===== src/rtl/spi_slave_rx.sv =====
// spi_slave_rx: SPI responder-side receiver. The three SPI pins are
// oversampled on clk through 2-flop synchronisers. Each MSB-first frame of
// DATA_WIDTH bits is rebuilt and presented on dataOut with a one-cycle
// dataValid strobe. A frame that CS abandons part-way raises a one-cycle
// frameErr strobe.
//
// Output handshake: dataValid and frameErr are single-cycle strobes with no
// ready/back-pressure. A consumer must capture dataOut in the cycle dataValid
// is high. dataOut keeps its value until the next accepted word or reset.
module spi_slave_rx #(
  parameter int DATA_WIDTH = 16,
  parameter int CNT_WIDTH  = 5
) (
  input  logic                  clk,
  input  logic                  reset,
  input  logic                  spi_CS,
  input  logic                  spi_sclk,
  input  logic                  spiData,
  output logic [DATA_WIDTH-1:0] dataOut,
  output logic                  dataValid,
  output logic                  frameErr,
  output logic [CNT_WIDTH-1:0]  bitCount,
  output logic                  busy,
  output logic [1:0]            fsm_state
);

  typedef enum logic [1:0] {
    IDLE = 2'd0,
    RECV = 2'd1,
    HOLD = 2'd2
  } state_t;

  localparam logic [CNT_WIDTH-1:0] LAST_BIT = CNT_WIDTH'(DATA_WIDTH - 1);

  // Synchroniser flops. CS and sclk have a third stage for edge detection.
  logic cs_s1, cs_s2, cs_s3;
  logic sclk_s1, sclk_s2, sclk_s3;
  logic data_s1, data_s2;

  logic sclk_rise;
  logic cs_rise;
  logic cs_low;

  state_t state;

  // Partial word. At most DATA_WIDTH-1 bits are held before the final bit
  // completes the word straight into dataOut.
  logic [DATA_WIDTH-2:0] shift;
  logic [DATA_WIDTH-1:0] shift_next;

  // Bring the asynchronous SPI pins into the clk domain (reset to idle levels).
  always_ff @(posedge clk or negedge reset) begin
    if (!reset) begin
      cs_s1   <= 1'b1;
      cs_s2   <= 1'b1;
      cs_s3   <= 1'b1;
      sclk_s1 <= 1'b0;
      sclk_s2 <= 1'b0;
      sclk_s3 <= 1'b0;
      data_s1 <= 1'b0;
      data_s2 <= 1'b0;
    end else begin
      cs_s1   <= spi_CS;
      cs_s2   <= cs_s1;
      cs_s3   <= cs_s2;
      sclk_s1 <= spi_sclk;
      sclk_s2 <= sclk_s1;
      sclk_s3 <= sclk_s2;
      data_s1 <= spiData;
      data_s2 <= data_s1;
    end
  end

  // The data bit has the same synchroniser depth as sclk, so data_s2 is the
  // bit that was on the pin when the sclk rise was captured.
  assign sclk_rise  = sclk_s2 & ~sclk_s3;
  assign cs_rise    = cs_s2 & ~cs_s3;
  assign cs_low     = ~cs_s2;
  assign shift_next = {shift, data_s2};
  assign fsm_state  = state;

  // Frame FSM with registered outputs. A completing sclk rise takes priority
  // over a CS rise in the same cycle, so that word is accepted.
  always_ff @(posedge clk or negedge reset) begin
    if (!reset) begin
      state     <= IDLE;
      shift     <= '0;
      dataOut   <= '0;
      dataValid <= 1'b0;
      frameErr  <= 1'b0;
      bitCount  <= '0;
      busy      <= 1'b0;
    end else begin
      dataValid <= 1'b0;
      frameErr  <= 1'b0;
      case (state)
        IDLE: begin
          bitCount <= '0;
          busy     <= 1'b0;
          if (cs_low) begin
            state <= RECV;
            shift <= '0;
            busy  <= 1'b1;
          end
        end
        RECV: begin
          if (sclk_rise) begin
            if (bitCount == LAST_BIT) begin
              dataOut   <= shift_next;
              dataValid <= 1'b1;
              bitCount  <= '0;
              busy      <= 1'b0;
              state     <= cs_rise ? IDLE : HOLD;
            end else begin
              shift    <= shift_next[DATA_WIDTH-2:0];
              bitCount <= bitCount + CNT_WIDTH'(1);
            end
          end else if (cs_rise) begin
            frameErr <= (bitCount != '0);
            bitCount <= '0;
            busy     <= 1'b0;
            state    <= IDLE;
          end
        end
        HOLD: begin
          // Extra clocks beyond a full word are dropped silently.
          busy     <= 1'b0;
          bitCount <= '0;
          if (!cs_low) begin
            state <= IDLE;
          end
        end
        default: begin
          state    <= IDLE;
          busy     <= 1'b0;
          bitCount <= '0;
        end
      endcase
    end
  end

endmodule


===== config.mk =====
export PLATFORM = sky130hd
export DESIGN_NAME = spi_slave_rx
export DESIGN_NICKNAME = d
export VERILOG_FILES = /design/src/rtl/spi_slave_rx.sv
export SDC_FILE = /design/constraint.sdc
export NUM_CORES = 1
export LEC_CHECK = 0
export ABC_AREA = 1
export BUFFER_PORTS_ARGS = -buffer_cell sky130_fd_sc_hd__buf_4
export CAP_MARGIN = 10
export CELL_PAD_IN_SITES_DETAIL_PLACEMENT = 1
export CELL_PAD_IN_SITES_GLOBAL_PLACEMENT = 1
export CORE_MARGIN = 5
export CORE_UTILIZATION = 46
export DETAILED_ROUTE_END_ITERATION = 10
export PLACE_DENSITY_LB_ADDON = 0.1
export SYNTH_ARGS = -nofsm -noshare
export SYNTH_HDL_FRONTEND = slang
export SYNTH_SLANG_ARGS = --single-unit

===== constraint.sdc =====
create_clock -name clk -period 3.4 [get_ports clk]
set_clock_uncertainty 0.1 [all_clocks]
set_input_delay 0.34 -clock clk [delete_from_list [all_inputs] [get_ports clk]]
set_output_delay 0.34 -clock clk [all_outputs]
set_load 0.03 [all_outputs]

==> impl_metrics.json <==
{
  "seq_area_mm2": 0.001230,
  "area_growth_pct": 16.93,
  "yosysSeqAreaShare": 0.6186,
  "rsz0062_at_grt": "false",
  "critPathArrivalTime_ns": 1.91,
  "path_buf_inv": 2,
  "rows": 24,
  "worstHoldStart": "spiData",
  "r2r_slack_ns": 1.63,
  "path_class": "flop to flop",
  "wl_um": 4670,
  "crit_slowest_cell": "dfrtp_1",
  "critPathMaxStageDelay_ns": 0.43,
  "holdPathEnd": "data_s1",
  "vdd_drop_max_uv": 287.1,
  "crit_path_start_kind": "flop",
  "cts_setup_buffers": 0,
  "antenna_found_initial": 0,
  "worst_pin_slew_ns": 0.6080,
  "post_cts_resized": 0,
  "synth_top_area_share": 0.5790,
  "synth_cell_type_count": 27,
  "final_nets": 243,
  "cts_inserted_buffers": 5,
  "hold_class": "input port to flop",
  "ys_ff_latch": 49,
  "clockBufferDepth": 2,
  "synth_most_common_cell": "nand2_1",
  "cts_sinks": 49,
  "drt-initial-drc-count": 52,
  "fill_cells": 497,
  "design.core.area_mm2": 0.004264,
  "antenna_left": 0,
  "drive_gt1_frac": 0.2194,
  "cp_common_cell": "nand2_1",
  "maxCapViolations": 0,
  "track_usage": 0.1841,
  "grt_max_degree": 50,
  "power_density_mw_per_mm2": 588.0,
  "min_period_over_period": 0.5202,
  "die-width_um": 75.74,
  "tritoncts": "yes",
  "dieArea_mm2": 0.005737,
  "grt_overflow_total": 0,
  "setup_violations": 0,
  "synthTopCellsByArea": "dfrtp_1 (58%), nand2_1 (17%), nand3_1 (5.5%)",
  "cts_hold_buffers": 1,
  "synth_fp_nets": 210,
  "io_buffers": 30,
  "crit_family": "simple AND/OR/NAND/NOR gates",
  "r2r_end": "dataOut[9]",
  "diodes": 0,
  "avgSynthCellArea_um2": 9.794,
  "reg2reg_from": "bitCount[0]",
  "first_global_vias": 1606,
  "path_cells": "ha_1 > nand4_2 > inv_1 > nand2_4 > inv_2 > nand2_1 > nand2_1",
  "power.total_mw": 1.367,
  "drc_errors": 0,
  "vias": 1498,
  "clk_latency_ns": 0.30,
  "slew_viol_final": 0,
  "place_inst": 280,
  "synthCells": 203,
  "synthArstFlopShare": 1.000,
  "cp.required_ns": 3.54,
  "gp_congestion": 0.8216,
  "routedWlPerCell_um": 16.16,
  "grt_pass1_wl_um": 7769,
  "synth_area_leader_cell": "dfrtp_1",
  "fmax_mhz": 565.4,
  "tns_ns": 0,
  "stdcell_area_mm2": 0.002325,
  "die_h_um": 75.74,
  "syn_area_mm2": 0.001988,
  "yosys_warnings": 0,
  "synth_common_cells": "nand2_1 (89), dfrtp_1 (46), nand3_1 (22)",
  "cts-root-buf": "clkbuf_8",
  "h-tree-depth": 2,
  "p_leak_nw": 1.335,
  "cts.reportedPaths.clkPinSlew_ns": 0.09,
  "fin_crit_ns": 1.769,
  "synth-edff-count": 0,
  "ys.flop_type": "dfrtp_1",
  "status": "completed",
  "whs_ns": 0.03996,
  "drt-pass1-iter-count": 4,
  "crit_fanout": 17,
  "worstRegToRegCells": 7,
  "hold_viol": 0,
  "relSlewSlack": 0.5946,
  "ioPinCount": 31,
  "initial_core_util": 0.4663,
  "hpwl_um": 3286,
  "hold_depth": 1,
  "via_per_inst": 5.183,
  "fin_cells": 289,
  "multi_input_area_um2": 658.1,
  "placedInstanceArea_mm2": 0.002232,
  "critPathCaptureType": "flop"
}
-- cell families after synthesis --
family | Yosys count | share of synthesized area
buffers and inverters | 18 | 0.05034
XOR/XNOR | 1 | 0.004406
AND/OR/NAND/NOR | 127 | 0.2970
adder cells (fa/ha/maj) | 2 | 0.01258
AO/OA/AOI/OAI | 6 | 0.01699
flip-flops | 49 | 0.6186
-- per-stage QoR --
step                      worst slack [ns]    util
after detailed placement             1.624  0.5235
after global routing                 1.476  0.5452
after floorplan                      1.739       -
after global placement               1.766  0.5235
after CTS                            1.598  0.5452
final                                1.631  0.5452
-- power by group --
group / switching [mW] / internal, mW / total [mW]
Clock: 0.191 / 0.143 / 0.334
Combinational: 0.254 / 0.0995 / 0.353
Sequential: 0.0477 / 0.632 / 0.679
Total: 0.493 / 0.874 / 1.37
-- metal layers --
layer | part of all wire | global-route usage | vias to the layer above
li1 | - | - | 696
met1 | 0.39 | 0.2078 | 762
met2 | 0.55 | 0.3384 | 30
met3 | 0.033 | 0.03694 | 10
met4 | 0.022 | 0.06990 | 0
met5 | 0 | 0 | -
-- cells in the final DEF, fill, tap and decap left out, types with 2 or more instances in the layout --
master,instances
dfstp_2,3
clkbuf_8,5
nand2_1,89
nand3_1,22
nand2_4,3
nor2_1,4
a21oi_1,4
inv_2,2
dfrtp_1,46
inv_1,10
ha_1,2
clkinv_2,2
buf_4,30
-- how the worst max path moves through the flow --
stage	start	end	slack, ns	cells past startpoint
2_1_floorplan	bitCount[0]	dataOut[5]	1.74	8
3_3_place_gp	bitCount[0]	dataOut[8]	1.77	7
3_5_place_dp	bitCount[0]	dataOut[14]	1.62	7
4_1_cts	bitCount[0]	dataOut[9]	1.60	7
5_1_grt	bitCount[0]	dataOut[9]	1.48	7
6_report	bitCount[0]	dataOut[9]	1.63	7
-- layout make-up --
cell class | count | share of cell area
clock buffer | 6 | 0.03122
clock inverter | 2 | 0.004306
timing repair buffer | 31 | 0.1012
tap | 52 | 0.02799
sequential | 49 | 0.5291
multi-input combinational | 136 | 0.2831
inverter | 13 | 0.02314
-- registers in the layout, indices dropped and copies added (netlist names), 2 cells and up --
signal	count
bitCount	5
fsm_state	2
dataOut	16
shift	15
Note: power is estimated with default switching activity, not from simulation.
